`config.mk`:
```
export PLATFORM = sky130hd
export DESIGN_NAME = relu_pool
export DESIGN_NICKNAME = d
export VERILOG_FILES = /design/src/rtl/lenet_pkg.sv /design/src/rtl/pool_line_buffer.sv /design/src/rtl/relu_pool.sv
export SDC_FILE = /design/constraint.sdc
export NUM_CORES = 1
export LEC_CHECK = 0
export BUFFER_PORTS_ARGS = -buffer_cell sky130_fd_sc_hd__buf_2
export CAP_MARGIN = 5
export CORE_MARGIN = 4
export CORE_UTILIZATION = 38
export DETAILED_ROUTE_END_ITERATION = 6
export GPL_ROUTABILITY_DRIVEN = 0
export GPL_TIMING_DRIVEN = 0
export PLACE_DENSITY_LB_ADDON = 0.1
export SLEW_MARGIN = 20
export SYNTH_ARGS = -nofsm -noshare
export SYNTH_HDL_FRONTEND = slang
export SYNTH_SLANG_ARGS = --single-unit
```
`constraint.sdc`:
```
create_clock -name clk -period 4.25 [get_ports clk]
set_input_delay 0 -clock clk [delete_from_list [all_inputs] [get_ports clk]]
set_output_delay 0 -clock clk [all_outputs]
set_load 0.01 [all_outputs]
```
`src/rtl/lenet_pkg.sv`:
```
// Shared LeNet datapath definitions: Q-format constants, the saturation limit,
// the pixel/sum types and the ReLU + round + saturate helper used by the
// convolution post-stage and the fully-connected stage.
package lenet_pkg;

    localparam int unsigned Bitwidth  = 17;              // Q12.4 feature width
    localparam int unsigned AccWidth  = 2 * Bitwidth;    // Q24.8 accumulator
    localparam int unsigned FracBits  = 4;
    localparam int unsigned SumWidth  = AccWidth + 1;    // bias add cannot overflow

    // Largest positive Q12.4 value, 2^(Bitwidth-1)-1.
    localparam logic [Bitwidth-1:0] SatMax = {1'b0, {(Bitwidth-1){1'b1}}};

    // Half an output LSB, expressed in accumulator units.
    localparam logic [SumWidth-1:0] RoundHalf =
        {{(SumWidth-FracBits){1'b0}}, 1'b1, {(FracBits-1){1'b0}}};

    typedef logic [Bitwidth-1:0]        pixel_t;
    typedef logic signed [SumWidth-1:0] sum_t;

    // ReLU, then round-half-up from Q24.8 down to Q12.4, then clamp to SatMax.
    function automatic pixel_t relu_round_sat(input sum_t sum);
        logic [SumWidth-1:0] r;
        if (sum[SumWidth-1]) begin
            return '0;
        end
        r = ($unsigned(sum) + RoundHalf) >> FracBits;
        if (r > SumWidth'(SatMax)) begin
            return SatMax;
        end
        return r[Bitwidth-1:0];
    endfunction

endpackage

```
`src/rtl/pool_line_buffer.sv`:
```
// Line buffer holding the horizontal pair maxima of an even conv row until the
// following odd row pools against them.
//   clk_i   : clock
//   we_i    : write enable
//   waddr_i : write index (pooled column)
//   wdata_i : value to store
//   raddr_i : read index (pooled column)
//   rdata_o : combinational read data
module pool_line_buffer #(
    parameter int unsigned Depth = 14,
    parameter int unsigned Width = 17,
    localparam int unsigned AddrW = $clog2(Depth)
) (
    input  logic             clk_i,
    input  logic             we_i,
    input  logic [AddrW-1:0] waddr_i,
    input  logic [Width-1:0] wdata_i,
    input  logic [AddrW-1:0] raddr_i,
    output logic [Width-1:0] rdata_o
);

    logic [Width-1:0] mem_q [Depth];

    // Contents are not reset: every entry is rewritten by an even row before use.
    always_ff @(posedge clk_i) begin
        if (we_i) begin
            mem_q[waddr_i] <= wdata_i;
        end
    end

    assign rdata_o = mem_q[raddr_i];

endmodule

```
`src/rtl/relu_pool.sv`:
```
// Convolution post-stage: bias add, ReLU with rounding/saturation to Q12.4, then
// 2x2 stride-2 max pooling over the raster-ordered conv output map.
//   clk        : clock
//   reset      : asynchronous active-high reset
//   in_valid   : one-cycle pulse, in_data holds a finished dot product
//   in_data    : signed Q24.8 dot product
//   bias       : signed Q12.4 channel bias, stable for a frame
//   out_valid  : one-cycle pulse, out_data is a pooled pixel
//   out_data   : pooled pixel, Q12.4, never negative
//   out_row    : pooled row index
//   out_col    : pooled column index
//   frame_done : pulses with the last out_valid of a frame
module relu_pool
    import lenet_pkg::*;
#(
    parameter int unsigned bitwidth   = Bitwidth,
    parameter int unsigned acc_width  = AccWidth,
    parameter int unsigned frac_bits  = FracBits,
    parameter int unsigned out_width  = 28,
    parameter int unsigned out_height = 28
) (
    input  logic                              clk,
    input  logic                              reset,
    input  logic                              in_valid,
    input  logic [acc_width-1:0]              in_data,
    input  logic [bitwidth-1:0]               bias,
    output logic                              out_valid,
    output logic [bitwidth-1:0]               out_data,
    output logic [$clog2(out_height/2)-1:0]   out_row,
    output logic [$clog2(out_width/2)-1:0]    out_col,
    output logic                              frame_done
);

    localparam int unsigned ColW    = $clog2(out_width);
    localparam int unsigned RowW    = $clog2(out_height);
    localparam int unsigned OutColW = $clog2(out_width/2);
    localparam int unsigned OutRowW = $clog2(out_height/2);

    if ((out_width % 2) != 0 || (out_height % 2) != 0) begin : gen_bad_dims
        $error("relu_pool: out_width and out_height must both be even");
    end
    if (bitwidth != Bitwidth || acc_width != AccWidth || frac_bits != FracBits) begin : gen_bad_fmt
        $error("relu_pool: Q-format parameters must match lenet_pkg");
    end

    // S1: bias add
    sum_t s1_sum_d, s1_sum_q;
    logic s1_valid_q;

    assign s1_sum_d = sum_t'($signed(in_data)) + (sum_t'($signed(bias)) <<< frac_bits);

    // S2: ReLU / rescale
    pixel_t s2_pix_q;
    logic   s2_valid_q;

    // S3: pooling
    logic [ColW-1:0]    col_q, col_d;
    logic [RowW-1:0]    row_q, row_d;
    pixel_t             hmax_q, hmax_d;
    pixel_t             pair, lb_rdata;
    logic               lb_we;
    logic [OutColW-1:0] lb_addr;
    logic               last_col, last_row;

    logic               out_valid_q, out_valid_d;
    pixel_t             out_data_q, out_data_d;
    logic [OutRowW-1:0] out_row_q, out_row_d;
    logic [OutColW-1:0] out_col_q, out_col_d;
    logic               frame_done_q, frame_done_d;

    assign last_col = (col_q == ColW'(out_width - 1));
    assign last_row = (row_q == RowW'(out_height - 1));
    assign lb_addr  = col_q[ColW-1:1];
    assign pair     = (s2_pix_q > hmax_q) ? s2_pix_q : hmax_q;

    always_comb begin
        col_d        = col_q;
        row_d        = row_q;
        hmax_d       = hmax_q;
        lb_we        = 1'b0;
        out_valid_d  = 1'b0;
        out_data_d   = out_data_q;
        out_row_d    = out_row_q;
        out_col_d    = out_col_q;
        frame_done_d = 1'b0;
        if (s2_valid_q) begin
            if (last_col) begin
                col_d = '0;
                row_d = last_row ? '0 : row_q + RowW'(1);
            end else begin
                col_d = col_q + ColW'(1);
            end
            if (!col_q[0]) begin
                hmax_d = s2_pix_q;
            end else if (!row_q[0]) begin
                lb_we = 1'b1;
            end else begin
                out_valid_d  = 1'b1;
                out_data_d   = (lb_rdata > pair) ? lb_rdata : pair;
                out_row_d    = row_q[RowW-1:1];
                out_col_d    = col_q[ColW-1:1];
                frame_done_d = last_col && last_row;
            end
        end
    end

    always_ff @(posedge clk or posedge reset) begin
        if (reset) begin
            s1_valid_q   <= 1'b0;
            s1_sum_q     <= '0;
            s2_valid_q   <= 1'b0;
            s2_pix_q     <= '0;
            col_q        <= '0;
            row_q        <= '0;
            hmax_q       <= '0;
            out_valid_q  <= 1'b0;
            out_data_q   <= '0;
            out_row_q    <= '0;
            out_col_q    <= '0;
            frame_done_q <= 1'b0;
        end else begin
            s1_valid_q <= in_valid;
            if (in_valid) begin
                s1_sum_q <= s1_sum_d;
            end
            s2_valid_q <= s1_valid_q;
            if (s1_valid_q) begin
                s2_pix_q <= relu_round_sat(s1_sum_q);
            end
            col_q        <= col_d;
            row_q        <= row_d;
            hmax_q       <= hmax_d;
            out_valid_q  <= out_valid_d;
            out_data_q   <= out_data_d;
            out_row_q    <= out_row_d;
            out_col_q    <= out_col_d;
            frame_done_q <= frame_done_d;
        end
    end

    // Same index for read and write: even rows only write, odd rows only read.
    pool_line_buffer #(
        .Depth (out_width / 2),
        .Width (Bitwidth)
    ) u_line_buffer (
        .clk_i   (clk),
        .we_i    (lb_we),
        .waddr_i (lb_addr),
        .wdata_i (pair),
        .raddr_i (lb_addr),
        .rdata_o (lb_rdata)
    );

    assign out_valid  = out_valid_q;
    assign out_data   = out_data_q;
    assign out_row    = out_row_q;
    assign out_col    = out_col_q;
    assign frame_done = frame_done_q;

endmodule

```
==> impl_metrics.json <==
{
  "seq_area_sq_mm": 0.00979,
  "synth_top_area_share_pct": 43.3,
  "synth_ff_type": "edfxtp_1",
  "viasPerCell": 5.13,
  "ios": 81,
  "area_growth_pct": 19.6,
  "yosysWarnings": 0,
  "initial_core_util_pct": 38.4,
  "std_cell_rows": 76,
  "wirelength_microns": 39200,
  "switchingPower_mw": 4.49,
  "ir_drop_mv": 0.447,
  "arrival_ns": 4.58,
  "htreeDepth": 2,
  "die_w_microns": 216,
  "seq_area_frac_synth_pct": 59.3,
  "synthSimpleGateAreaFrac_pct": 7.48,
  "fill_cells": 3917,
  "hpwl_microns": 28000,
  "clock_sinks": 343,
  "first_pass_iters": 4,
  "hold_violations": 0,
  "grt_pass1_wl_microns": 60800,
  "cts_tree": "yes",
  "root_buffer": "clkbuf_16",
  "clock_skew_ns": 0.0238,
  "p_leak_nw": 7.47,
  "nets": 1462,
  "slew-limit-headroom_pct": 46.0,
  "ys_top_cells_by_count": "238 x edfxtp_1, 105 x dfrtp_1, 87 x nand2_1, 67 x ha_1, 61 x mux2_2",
  "run_status": "finished, final reports clean",
  "worstSetupPathType": "flip-flop to flip-flop",
  "clkTransAtPathRegs_ns": 0.05,
  "core-area_sq_mm": 0.0430,
  "routedWlPerCell_microns": 20.1,
  "internal_power_mw": 8.56,
  "first_iter_violations": 578,
  "powerDensity_mw_per_mm2": 661,
  "async_flop_share_pct": 30.6,
  "synth_fa_ha_area_share_pct": 5.21,
  "crit_fanout": 8,
  "clock_latency_ns": 0.54,
  "synth_edf_count": 238,
  "syn_avg_cell_area_sq_um": 14.0,
  "wl_met3_microns": 1370,
  "grt_max_degree": 58,
  "die-area_sq_mm": 0.0468,
  "p_seq_share_pct": 35.3,
  "syn-instance-count": 1182,
  "grt_pass1_vias": 10300,
  "fmax_mhz": 241,
  "tightestPinTransition_ns": 0.804,
  "drive_gt1_share_pct": 28.3,
  "clockBufferDepth": 3,
  "end_kind": "flip-flop",
  "antenna_found_initial": 0,
  "slew_viol_final": 0,
  "place_inst": 1854,
  "synth-xor-area-share_pct": 2.12,
  "synth_top_family_by_area": "multiplexers",
  "synth_area_leaders": "edfxtp_1 43%, dfrtp_1 16%, mux4_2 7.1%",
  "post-synth-top-count-cell": "edfxtp_1",
  "pwr-share-clk_pct": 25.4,
  "stdcell_count": 1955,
  "drcViolationCount": 0,
  "pwr-share-comb_pct": 39.3,
  "dieHeight_microns": 216,
  "synth_cell_types": 74,
  "muxShareOfSynthArea_pct": 14.4,
  "min_period_ns": 4.15,
  "maxCapViolations": 0,
  "multiInputGateArea_sq_mm": 0.00664,
  "diodes": 0,
  "numCtsBuffers": 38,
  "report.final.setup_viol": 0,
  "ys_seq_elements": 343,
  "switching_share_pct": 34.4,
  "num_vias": 10000,
  "p_total_mw": 13.0,
  "wl_met2_microns": 19700,
  "hold_path.class": "input pin to flip-flop",
  "worst_slack_ns": 0.101,
  "fin_crit_sh_pct": 97.6,
  "rsz0062_at_grt": "true",
  "worst_setup_path_start_kind": "flip-flop",
  "post-place-ws_ns": -1.10,
  "grt_usage_pct": 16.8,
  "synth_nets": 1304,
  "yosysTopAreaCell": "edfxtp_1",
  "hold_slack_ns": 0.0216,
  "syn_area_sq_mm": 0.0165,
  "antenna_left": 0,
  "met1_length_microns": 16900,
  "top_layer_used": "met4",
  "io_buffers": 77,
  "required_ns": 4.69,
  "grt-ovfl-total": 0,
  "synth_compound_area_share_pct": 8.94
}
[worst paths after layout]
kind                                       endpoint                    from  slack, ns  cells after the start
setup reg to reg           out_data[13]$_DFFE_PP0P_  hmax_q[15]$_DFFE_PP0P_       0.10                     19
hold reg to reg                s2_valid_q$_DFF_PP0_    s1_valid_q$_DFF_PP0_       0.43                      0
setup / recovery           out_data[13]$_DFFE_PP0P_  hmax_q[15]$_DFFE_PP0P_       0.10                     19
min in group asynchronous    out_row[0]$_DFFE_PP0P_                   reset       0.07                      3
max in group asynchronous  s2_pix_q[12]$_DFFE_PP0P_                   reset       3.48                      4
hold / removal             s1_sum_q[31]$_DFFE_PP0P_             in_data[31]       0.02                      4
[layer usage]
layer | vias to the layer above | GRT usage [%]
li1 | 4852 | -
met2 | 166 | 29.3
met4 | 0 | 5.40
met5 | - | 0
met1 | 4955 | 21.6
met3 | 64 | 2.51
[cell families after synthesis]
family / count (synthesis)
simple gates: 239
flops: 343
mux: 164
xor+xnor: 40
compound gates: 223
fa+ha+maj: 68
buf+inv: 105
[registers in the layout, summed over array words and instances, names as in the netlist, 4 cells and up]
| register | flops |
|---|---|
| hmax_q | 17 |
| out_data | 17 |
| s1_sum_q | 32 |
| col_q | 5 |
| s2_pix_q | 17 |
| u_line_buffer.mem_q | 238 |
| row_q | 5 |
| out_col | 4 |
| out_row | 4 |
[worst max-delay path: stages (launching register included)]
cell and delay [ns]:
dfrtp_1 0.41, inv_1 0.06, ha_1 0.29, nand4_1 0.19
nor2_2 0.18, and3_4 0.21, o22ai_2 0.10, a21oi_4 0.22
buf_12 0.18, mux2i_4 0.28, ha_4 0.23, nor2b_1 0.12
o21a_1 0.16, o21a_1 0.17, o21bai_1 0.17, a31oi_2 0.13
o21ai_4 0.26, buf_6 0.19, mux2_2 0.36, o21ai_0 0.14
[area by class of cell]
class / instances / area share, %
well taps: 585 / 3.71
inverters: 59 / 1.15
flip-flops and latches: 343 / 49.6
clock inverters: 24 / 1.34
repair buffers: 120 / 4.30
clock buffers: 46 / 4.97
plain buffers: 44 / 1.28
multi-input cells: 734 / 33.6
[power by group through the flow]
stage                     clock network (mW)  registers [mW]  logic (mW)
after global routing                    3.55            4.65        5.60
after floorplan                            0            4.59        3.05
after global placement                     0            4.63        4.44
after detailed placement                   0            4.64        4.56
after CTS                               3.40            4.58        5.11
final                                   3.31            4.60        5.13
[layout by cell type, fill, tap and decap left out, types with 9 or more instances in the layout]
cell / instances
edfxtp_1: 238
dfrtp_1: 95
nand2_1: 87
buf_2: 80
ha_1: 63
mux2_2: 59
inv_1: 57
mux4_2: 52
o21ai_0: 44
clkbuf_16: 38
mux2i_1: 37
a21oi_1: 32
clkbuf_1: 28
nor2_1: 28
xnor2_1: 25
nand3_1: 21
buf_4: 21
a21o_1: 19
o211ai_1: 18
o21a_1: 18
nand4_1: 15
xor2_1: 15
a21oi_2: 15
o21ai_1: 15
dlygate4sd3_1: 15
nor3_1: 12
dfrtp_2: 10
o31ai_1: 9
a211oi_1: 9
nor2_4: 9
[per-stage QoR]
step                      utilization, %  instance area [sq um]  TNS (ns)
after CTS                           45.5                  19600         0
after detailed placement            41.5                  17800    -14.29
final                               45.9                  19700         0
after global placement              41.0                  17600    -40.95
after floorplan                        -                  16500         0
after global routing                45.9                  19700    -0.384
[what timing repair did]
item,CTS,global route
gates resized for setup,60,36
setup endpoints to repair,17,17
hold endpoints to repair,66,0
setup buffers,9,7
pin swaps,5,12
hold buffers,15,0
cloned,2,0
No activity file was read; power rests on OpenSTA's default activity.
